File: src/rtl/mips_pkg.sv
// rtl/mips_pkg.sv - shared fetch-stage types and defaults
package mips_pkg;

   typedef enum logic [1:0] {
      S_BOOT  = 2'd0,
      S_FETCH = 2'd1,
      S_HOLD  = 2'd2
   } fetch_state_t;

   localparam logic [31:0] NOP_WORD             = 32'h0000_0000;
   localparam int          DEFAULT_PC_STEP      = 4;
   localparam logic [31:0] DEFAULT_RESET_VECTOR = 32'h0000_0000;

endpackage

File: src/rtl/instr_fetch_unit_if.sv
// rtl/instr_fetch_unit_if.sv - instruction memory request/response bus
interface instr_fetch_unit_if #(
   parameter int BUS_SIZE = 32,
   parameter int DIR_SIZE = 32
);
   logic                imem_req;
   logic [DIR_SIZE-1:0] imem_addr;
   logic                imem_ready;
   logic [BUS_SIZE-1:0] imem_data;

   modport master (output imem_req, output imem_addr, input imem_ready, input imem_data);
   modport slave  (input imem_req, input imem_addr, output imem_ready, output imem_data);
endinterface

File: src/rtl/pc_reg.sv
// rtl/pc_reg.sv - program counter with sequential/redirect next-value select
module pc_reg
   import mips_pkg::*;
#(
   parameter int                  DIR_SIZE     = 32,
   parameter logic [DIR_SIZE-1:0] RESET_VECTOR = DIR_SIZE'(DEFAULT_RESET_VECTOR),
   parameter int                  PC_STEP      = DEFAULT_PC_STEP
) (
   input  logic                clk,
   input  logic                rst,
   input  logic                load,
   input  logic                sel,
   input  logic [DIR_SIZE-1:0] target,
   output logic [DIR_SIZE-1:0] pc,
   output logic                misaligned
);

   logic [DIR_SIZE-1:0] next_pc;
   logic                next_mis;

   // Redirect targets are forced word-aligned; the dropped low bits are reported instead.
   always_comb begin
      next_pc  = pc + DIR_SIZE'(PC_STEP);
      next_mis = 1'b0;
      if (sel) begin
         next_pc  = {target[DIR_SIZE-1:2], 2'b00};
         next_mis = |target[1:0];
      end
   end

   always_ff @(posedge clk or negedge rst) begin
      if (!rst) begin
         pc         <= RESET_VECTOR;
         misaligned <= 1'b0;
      end else if (load) begin
         pc         <= next_pc;
         misaligned <= next_mis;
      end
   end

endmodule

File: src/rtl/instr_fetch_unit.sv
// rtl/instr_fetch_unit.sv - multicycle fetch stage, one instruction in flight
module instr_fetch_unit
   import mips_pkg::*;
#(
   parameter int                  BUS_SIZE     = 32,
   parameter int                  DIR_SIZE     = 32,
   parameter logic [DIR_SIZE-1:0] RESET_VECTOR = DIR_SIZE'(DEFAULT_RESET_VECTOR),
   parameter int                  PC_STEP      = DEFAULT_PC_STEP
) (
   input  logic                clk,
   input  logic                rst,
   input  logic                enPC,
   input  logic                muxPC,
   input  logic [DIR_SIZE-1:0] dirPC,
   instr_fetch_unit_if.master  imem,
   output logic [BUS_SIZE-1:0] opCode,
   output logic                opValid,
   output logic [DIR_SIZE-1:0] pcCurrent,
   output logic                pcMisaligned
);

   fetch_state_t        state;
   logic                req_q;
   logic [DIR_SIZE-1:0] pc;
   logic                pc_load;

   // PC only moves from S_HOLD, so a redirect can never disturb an outstanding fetch.
   assign pc_load = (state == S_HOLD) && enPC;

   pc_reg #(
      .DIR_SIZE     (DIR_SIZE),
      .RESET_VECTOR (RESET_VECTOR),
      .PC_STEP      (PC_STEP)
   ) u_pc_reg (
      .clk        (clk),
      .rst        (rst),
      .load       (pc_load),
      .sel        (muxPC),
      .target     (dirPC),
      .pc         (pc),
      .misaligned (pcMisaligned)
   );

   assign imem.imem_req  = req_q;
   assign imem.imem_addr = pc;

   always_ff @(posedge clk or negedge rst) begin
      if (!rst) begin
         state     <= S_BOOT;
         req_q     <= 1'b0;
         opCode    <= BUS_SIZE'(NOP_WORD);
         opValid   <= 1'b0;
         pcCurrent <= RESET_VECTOR;
      end else begin
         case (state)
            S_BOOT: begin
               state <= S_FETCH;
               req_q <= 1'b1;
            end
            S_FETCH: begin
               if (imem.imem_ready) begin
                  opCode    <= imem.imem_data;
                  pcCurrent <= pc;
                  opValid   <= 1'b1;
                  req_q     <= 1'b0;
                  state     <= S_HOLD;
               end
            end
            S_HOLD: begin
               if (enPC) begin
                  opValid <= 1'b0;
                  req_q   <= 1'b1;
                  state   <= S_FETCH;
               end
            end
            default: begin
               state <= S_BOOT;
               req_q <= 1'b0;
            end
         endcase
      end
   end

endmodule

File: src/flat_wrapper.sv
// flat-port wrapper written by rule: the top's interface ports become plain ports
module instr_fetch_unit_flat import mips_pkg::*;
#(
   parameter int                  BUS_SIZE     = 32,
   parameter int                  DIR_SIZE     = 32,
   parameter logic [DIR_SIZE-1:0] RESET_VECTOR = DIR_SIZE'(DEFAULT_RESET_VECTOR),
   parameter int                  PC_STEP      = DEFAULT_PC_STEP
)
  (clk, rst, enPC, muxPC, dirPC, opCode, opValid, pcCurrent, pcMisaligned, imem_imem_req, imem_imem_addr, imem_imem_ready, imem_imem_data);
  instr_fetch_unit_if #(.BUS_SIZE(BUS_SIZE), .DIR_SIZE(DIR_SIZE)) imem_i ();
  input  logic clk;
  input  logic rst;
  input  logic enPC;
  input  logic muxPC;
  input  logic [DIR_SIZE-1:0] dirPC;
  output logic [BUS_SIZE-1:0] opCode;
  output logic opValid;
  output logic [DIR_SIZE-1:0] pcCurrent;
  output logic pcMisaligned;
  output wire logic [$bits(imem_i.imem_req)-1:0] imem_imem_req;
  output wire logic [$bits(imem_i.imem_addr)-1:0] imem_imem_addr;
  input wire logic [$bits(imem_i.imem_ready)-1:0] imem_imem_ready;
  input wire logic [$bits(imem_i.imem_data)-1:0] imem_imem_data;
  assign imem_imem_req = imem_i.imem_req;
  assign imem_imem_addr = imem_i.imem_addr;
  assign imem_i.imem_ready = imem_imem_ready;
  assign imem_i.imem_data = imem_imem_data;
  instr_fetch_unit #(.BUS_SIZE(BUS_SIZE), .DIR_SIZE(DIR_SIZE), .RESET_VECTOR(RESET_VECTOR), .PC_STEP(PC_STEP)) u_core (.clk(clk), .rst(rst), .enPC(enPC), .muxPC(muxPC), .dirPC(dirPC), .imem(imem_i), .opCode(opCode), .opValid(opValid), .pcCurrent(pcCurrent), .pcMisaligned(pcMisaligned));
endmodule
File: config.mk
export PLATFORM = sky130hd
export DESIGN_NAME = instr_fetch_unit_flat
export DESIGN_NICKNAME = d
export VERILOG_FILES = /design/src/rtl/mips_pkg.sv /design/src/rtl/instr_fetch_unit_if.sv /design/src/rtl/pc_reg.sv /design/src/rtl/instr_fetch_unit.sv /design/src/flat_wrapper.sv
export SDC_FILE = /design/constraint.sdc
export NUM_CORES = 1
export LEC_CHECK = 0
export BUFFER_PORTS_ARGS = -buffer_cell sky130_fd_sc_hd__buf_4
export CAP_MARGIN = 15
export CORE_MARGIN = 8
export CORE_UTILIZATION = 49
export CTS_CLUSTER_DIAMETER = 120
export DETAILED_ROUTE_END_ITERATION = 8
export HOLD_SLACK_MARGIN = 0.05
export PLACE_DENSITY = 0.78
export REMOVE_ABC_BUFFERS = 1
export SLEW_MARGIN = 20
export SYNTH_ARGS = -nofsm -noshare
export SYNTH_HDL_FRONTEND = slang
export SYNTH_SLANG_ARGS = --single-unit
File: constraint.sdc
create_clock -name clk -period 2.02 [get_ports clk]
set_input_delay 0.101 -clock clk [delete_from_list [all_inputs] [get_ports clk]]
set_output_delay 0.101 -clock clk [all_outputs]
set_load 0.01 [all_outputs]
==> results of run 1 <==
[cell type report]
type                       instances  area (µm²)  share of cell area
sequential                        96        2400               0.363
timing repair buffer             238        1980               0.299
multi-input combinational        266        1880               0.285
clock buffer                      10         138              0.0208
tap                              108         135              0.0204
clock inverter                     6        48.8             0.00737
inverter                           9        33.8             0.00510
antenna                            1        2.50            0.000378
[kinds of logic (layout without fill, tap and decap cells)]
| kind of cell | after synthesis | after routing |
|---|---|---|
| buffers and inverters | 42 | 263 |
| multiplexers | 63 | 63 |
| AO/OA/AOI/OAI | 94 | 94 |
| AND/OR/NAND/NOR | 104 | 104 |
| adder cells (fa/ha/maj) | 1 | 1 |
| other | 1 | 5 |
| flip-flops | 96 | 96 |
[power by group]
part / leakage [nW] / total [mW] / internal, mW / switching (mW)
combinational: 1.83 / 3.90 / 2.14 / 1.75
clock: 0.0859 / 1.23 / 0.495 / 0.735
sequential: 1.15 / 3.53 / 2.78 / 0.750
total: 3.07 / 8.66 / 5.42 / 3.24
[repair_timing]
item,in CTS,in global routing
hold buffers,56,0
endpoints found under the hold margin,123,0
gates resized for setup,0,1
endpoints found under the setup margin,0,2
buffers inserted,0,0
[final timing paths]
check	start	to	slack, ns	depth (start not counted)
max	u_core.u_pc_reg.pc[11]	u_core.u_pc_reg.pc[29]	0.10	6
min	dirPC[23]	u_core.u_pc_reg.pc[23]	0.07	3
max reg2reg	u_core.u_pc_reg.pc[11]	u_core.u_pc_reg.pc[29]	0.10	6
min reg2reg	u_core.state[1]	u_core.state[0]	0.48	1
max in group asynchronous	rst	u_core.u_pc_reg.pc[24]	1.13	3
min in group asynchronous	rst	u_core.opCode[29]	0.18	2
[tightest hold or removal path, cell delays in order]
cell and delay (ns):
buf_4 0.08, o32ai_1 0.06, a2bb2oi_1 0.14
[through the flow]
step           area [µm²]  total power [mW]  hold slack, ns  setup TNS, ns
3_5_place_dp         5870              7.37          0.0342              0
5_1_grt              6620              9.17          0.0720              0
6_report             6620              8.66          0.0676              0
2_1_floorplan        4300              5.24          -0.195         -50.47
4_1_cts              6610              8.67          0.0505              0
3_3_place_gp         5870              7.20          0.0316              0
[routing by layer]
metal / GRT usage / up-vias / wire length, µm
li1: - / 1891 / -
met5: 0 / - / 0
met1: 0.252 / 2017 / 5400
met2: 0.367 / 172 / 7020
met3: 0.0568 / 22 / 931
met4: 0.0711 / 0 / 265
[cells in the final DEF (no fill, tap or decap), types with 2 or more instances in the layout]
| cell | synthesis | final |
|---|---|---|
| a21oi_1 | 28 | 28 |
| a22oi_1 | 4 | 4 |
| a2bb2oi_1 | 6 | 6 |
| a32oi_1 | 2 | 2 |
| a41o_1 | 3 | 3 |
| and3_1 | 3 | 3 |
| and4_1 | 3 | 3 |
| buf_12 | 0 | 4 |
| buf_4 | 6 | 178 |
| clkbuf_8 | 0 | 10 |
| clkinvlp_4 | 0 | 3 |
| conb_1 | 1 | 4 |
| dfrtp_1 | 96 | 96 |
| dlygate4sd3_1 | 0 | 56 |
| inv_1 | 9 | 9 |
| inv_6 | 0 | 3 |
| mux2_2 | 57 | 57 |
| mux2i_1 | 5 | 5 |
| nand2_1 | 27 | 27 |
| nand2b_1 | 2 | 2 |
| nand3_1 | 22 | 21 |
| nand4_1 | 7 | 7 |
| nand4_2 | 2 | 2 |
| nor2_1 | 17 | 16 |
| nor2b_1 | 2 | 2 |
| nor3_1 | 7 | 7 |
| nor4_1 | 4 | 3 |
| nor4_2 | 1 | 2 |
| o21ai_0 | 31 | 31 |
| o21bai_1 | 2 | 2 |
| o22a_1 | 2 | 2 |
| o22ai_1 | 9 | 9 |
| or4_1 | 2 | 2 |
[synth_stat cells (5+ instances only)]
cell       number  area (µm²)
o21ai_0        31         155
inv_1           9        33.8
nand3_1        22         110
clkbuf_1       18        67.6
dfrtp_1        96        2400
buf_4           6        45.0
nor3_1          7        35.0
nand4_1         7        43.8
nand2_1        27         101
mux2_2         57         642
a21oi_1        28         140
o22ai_1         9        56.3
mux2i_1         5        50.1
buf_1           6        22.5
a2bb2oi_1       6        52.6
nor2_1         17        63.8
==> impl_metrics.env, run 1 <==
export IMPL_run_status="finished, final reports clean"
export IMPL_grt_pass1_wl_um=21700
export IMPL_area_growth_synth_to_final_pct=49.2
export IMPL_fillCellCount=585
export IMPL_antenna_found_initial=1
export IMPL_drc=0
export IMPL_drt_iter0_drc=213
export IMPL_final_core_util=0.756
export IMPL_synth_warnings=0
export IMPL_htreeDepth=3
export IMPL_grt_max_degree=46
export IMPL_synth_seq_cells=96
export IMPL_dp_hpwl_um=9430
export IMPL_yosysSeqAreaShare=0.541
export IMPL_relSlewSlack=0.624
export IMPL_synth_async_reset_ratio=1.00
export IMPL_drive_gt1_frac=0.422
export IMPL_final_setup_worst_slack_ns=0.103
export IMPL_hold_viol=0
export IMPL_fmaxAchievable_ghz=0.522
export IMPL_synth_compound_area_frac=0.129
export IMPL_post_route_period_util=0.949
export IMPL_worst_setup_path_start_kind="register"
export IMPL_grt_pass1_vias=4207
export IMPL_ir_drop_v=0.000763
export IMPL_crit_slowest_cell="dfrtp_1"
export IMPL_drt_wirelength_per_cell_um=18.5
export IMPL_synth_area_um2=4440
export IMPL_placement_io_buffers=163
export IMPL_synthAdderAreaFrac=0.00282
export IMPL_drt_first_pass_iters=5
export IMPL_grtUsageTotal=0.214
export IMPL_overflow=0
export IMPL_via_per_inst=5.59
export IMPL_worstSkewPairLatency_ns=0.36
export IMPL_tightest_slew_ns=0.564
export IMPL_cp_arrival_ns=2.18
export IMPL_core_area_um2=8760
export IMPL_die_area_um2=12400
export IMPL_io_pins=168
export IMPL_critPathKind="reg2reg"
export IMPL_drv_slew=0
export IMPL_maxCapViolCount=0
export IMPL_cts_sinks=96
export IMPL_final_nets=690
export IMPL_clock_root_buffer="clkbuf_8"
export IMPL_synth_cell_types=45
export IMPL_synthMuxAreaShare=0.158
export IMPL_cts_made_buffers=9
export IMPL_die_w_um=111
export IMPL_clkTransAtPathRegs_ns=0.10
export IMPL_crit_family="simple AND/OR/NAND/NOR gates"
export IMPL_die_h_um=111
export IMPL_pre_cts_slack_ns=0.114
export IMPL_synth_xor_area_share=0
export IMPL_hold_path_class="in2reg"
export IMPL_syn_inst=401
export IMPL_cp_end_kind="register"
export IMPL_clockBufferDepth=2
export IMPL_synth_avg_cell_area_um2=11.1
export IMPL_synthSimpleGateAreaFrac=0.126
export IMPL_globalplace_congestion=0.826
export IMPL_ant_nets=0
export IMPL_power_leakage_nw=3.07
export IMPL_crit_chain="and4_1, nand3_1, nor4_4, buf_4, mux2i_1, nor2_1"
export IMPL_initial_utilization=0.506
export IMPL_required_ns=2.28
export IMPL_synth_top_family_by_area="multiplexers"
export IMPL_skew_ns=0.0103
export IMPL_wirelength_um=13600
export IMPL_cts_tree="done"
export IMPL_fin_cells=734
export IMPL_synthFlopType="dfrtp_1"
export IMPL_setup_viol=0
export IMPL_layout_min_cycle_time_ns=1.92
export IMPL_cpPeakStageDelay_ns=0.45
export IMPL_dpl_cell_count=661
export IMPL_worst_path_buf_inv=1
export IMPL_synth_edff_count=0
export IMPL_pwr_density_cell_nw_per_um2=1310
export IMPL_rsz0062_at_grt="false"
export IMPL_vias=4102
export IMPL_worstPathMaxFanout=7
export IMPL_largest_register_ffs=32
export IMPL_rows=34
No activity file was read; power rests on OpenSTA's default activity.
==> inputs of run 2 (changes only) <==
--- a/config.mk
+++ b/config.mk
@@ -7,8 +7,10 @@
 export LEC_CHECK = 0
 export BUFFER_PORTS_ARGS = -buffer_cell sky130_fd_sc_hd__buf_4
 export CAP_MARGIN = 15
+export CELL_PAD_IN_SITES_DETAIL_PLACEMENT = 1
+export CELL_PAD_IN_SITES_GLOBAL_PLACEMENT = 2
 export CORE_MARGIN = 8
-export CORE_UTILIZATION = 49
+export CORE_UTILIZATION = 30
 export CTS_CLUSTER_DIAMETER = 120
 export DETAILED_ROUTE_END_ITERATION = 8
 export HOLD_SLACK_MARGIN = 0.05
==> run 2 against run 1 <==
  * Hold slack worse by 0.0082 ns
  * Sequential share of layout area is 0.80 points lower
  * Final cell count rose by 9.4%
  * Maximum frequency increased by 2.1%
  * Total power rose by 6.7%
  * Clock power grew 43%
  * Critical path type unchanged
  * Worst setup slack better by 0.039 ns
  * Routed wire length is 11% higher
  * Design area is 2.3% higher
  * Critical endpoint unchanged
  * Flip-flop and latch count unchanged
  * Clock skew down 0.0024 ns
  * First-iteration DRC count down 48%
==> impl_metrics.env, run 2 (synthesized netlist as in run 1, its figures left out) <==
export IMPL_run_status="finished, final reports clean"
export IMPL_rows=44
export IMPL_drt_first_pass_iters=4
export IMPL_final_nets=684
export IMPL_pwr_density_cell_nw_per_um2=1360
export IMPL_final_setup_worst_slack_ns=0.142
export IMPL_worst_setup_path_start_kind="register"
export IMPL_r2r_end="u_core.u_pc_reg.pc[29]"
export IMPL_overflow=0
export IMPL_drt_wirelength_per_cell_um=18.9
export IMPL_placement_io_buffers=163
export IMPL_grt_pass1_wl_um=24200
export IMPL_largest_register_ffs=32
export IMPL_drt_iter0_drc=111
export IMPL_power_switching_mw=3.27
export IMPL_worstHoldStart="dirPC[2]"
export IMPL_final_common_cell="buf_4"
export IMPL_core_area_um2=14500
export IMPL_wirelength_um=15200
export IMPL_hold_path_class="in2reg"
export IMPL_maxCapViolCount=0
export IMPL_clkPwrFrac=0.190
export IMPL_die_h_um=138
export IMPL_seqPwrFrac=0.380
export IMPL_layout_min_cycle_time_ns=1.88
export IMPL_antenna_found_initial=0
export IMPL_via_per_inst=4.97
export IMPL_dp_hpwl_um=11200
export IMPL_pre_cts_slack_ns=0.104
export IMPL_cp_startpoint="u_core.u_pc_reg.pc[20]"
export IMPL_dpl_cell_count=740
export IMPL_ant_nets=0
export IMPL_grtUsageTotal=0.164
export IMPL_hold_viol=0
export IMPL_cts_made_buffers=9
export IMPL_drv_slew=0
export IMPL_globalplace_congestion=0.822
export IMPL_rrSetupSlack_ns=0.14
export IMPL_clkTransAtPathRegs_ns=0.07
export IMPL_post_route_period_util=0.930
export IMPL_critPathKind="reg2reg"
export IMPL_rr_worst_depth=6
export IMPL_clockBufferDepth=2
export IMPL_multi_input_area_um2=1910
export IMPL_fmaxAchievable_ghz=0.532
export IMPL_cell_internal_pwr_mw=5.97
export IMPL_cts_tree="done"
export IMPL_required_ns=2.26
export IMPL_seq_area_um2=2400
export IMPL_worstSkewPairLatency_ns=0.35
export IMPL_grt_pass1_vias=4495
export IMPL_postCtsSetupBuffers=0
export IMPL_switching_share=0.354
export IMPL_fin_setup_tns_ns=0
export IMPL_drive_gt1_frac=0.431
export IMPL_area_growth_synth_to_final_pct=52.6
export IMPL_io_pins=168
export IMPL_htreeDepth=3
export IMPL_worstPathMaxFanout=8
export IMPL_final_cell_area_um2=6770
export IMPL_layout_common_cells="182 x buf_4, 96 x dfrtp_1, 57 x mux2_2, 47 x dlygate4sd3_1, 31 x o21ai_0"
export IMPL_clock_root_buffer="clkbuf_16"
export IMPL_reg2reg_from="u_core.u_pc_reg.pc[20]"
export IMPL_final_core_util=0.468
export IMPL_combPwrFrac=0.430
export IMPL_placed_cell_area_um2=5970
export IMPL_min_path_cells=3
export IMPL_die_w_um=138
export IMPL_initial_utilization=0.307
export IMPL_cp_end_kind="register"
export IMPL_vias=3991
export IMPL_fin_cells=803
export IMPL_skew_ns=0.00784
export IMPL_setup_viol=0
export IMPL_die_area_um2=18900
export IMPL_insertedDiodeCount=0
export IMPL_fillCellCount=1595
export IMPL_rsz0062_at_grt="false"
export IMPL_power_leakage_nw=3.12
export IMPL_drc=0
export IMPL_hold_path_end="u_core.u_pc_reg.pc[2]"
export IMPL_grt_max_degree=57
export IMPL_ir_drop_v=0.000626
export IMPL_cp_arrival_ns=2.12
export IMPL_cts_sinks=96
[run 2: timing repair]
item	4_1_cts	5_1_grt
gates resized for setup	0	5
endpoints found under the hold margin	141	0
hold buffers	47	0
setup endpoints to repair	0	4
[run 2: worst max-delay path: stages (launching register included)]
cell	delay, ns
dfrtp_1	0.48
and3_2	0.30
nand3_1	0.15
nor4_4	0.38
buf_4	0.19
mux2i_1	0.20
nor2_1	0.06
[run 2: stage by stage]
| step | power (mW) | hold slack (ns) |
|---|---|---|
| 2_1_floorplan | 5.24 | -0.195 |
| 3_3_place_gp | 7.34 | -0.0569 |
| 3_5_place_dp | 7.51 | -0.0539 |
| 4_1_cts | 9.38 | 0.0535 |
| 5_1_grt | 9.86 | 0.0719 |
| 6_report | 9.24 | 0.0593 |
[run 2: area by class of cell]
cell class	count	share of cell area
Clock buffer	13	0.0384
Clock inverter	3	0.00591
Inverter	9	0.00499
Multi-Input combinational cell	266	0.282
Sequential cell	96	0.355
Tap cell	184	0.0340
Timing Repair Buffer	232	0.280
[run 2: layer usage]
metal  vias up  share of wire  global-route usage
li1       1888              -                   -
met1      1964           0.42               0.195
met5         -              0                   0
met3        15          0.072              0.0405
met4         0          0.015              0.0591
met2       124           0.49               0.279
[run 2: power groups by stage]
stage	clock network, mW	logic (mW)	registers [mW]
global route	1.88	4.32	3.66
CTS	1.82	4.05	3.51
detailed placement	0	3.96	3.55
floorplan	0	1.39	3.85
global placement	0	3.88	3.47
finish	1.76	3.97	3.51
[run 2: worst max path at each step]
stage	to	cells after the start
global placement	u_core.u_pc_reg.pc[30]	6
detailed placement	u_core.u_pc_reg.pc[30]	6
floorplan	u_core.opCode[0]	3
global route	u_core.u_pc_reg.pc[25]	6
finish	u_core.u_pc_reg.pc[29]	6
CTS	u_core.u_pc_reg.pc[30]	6
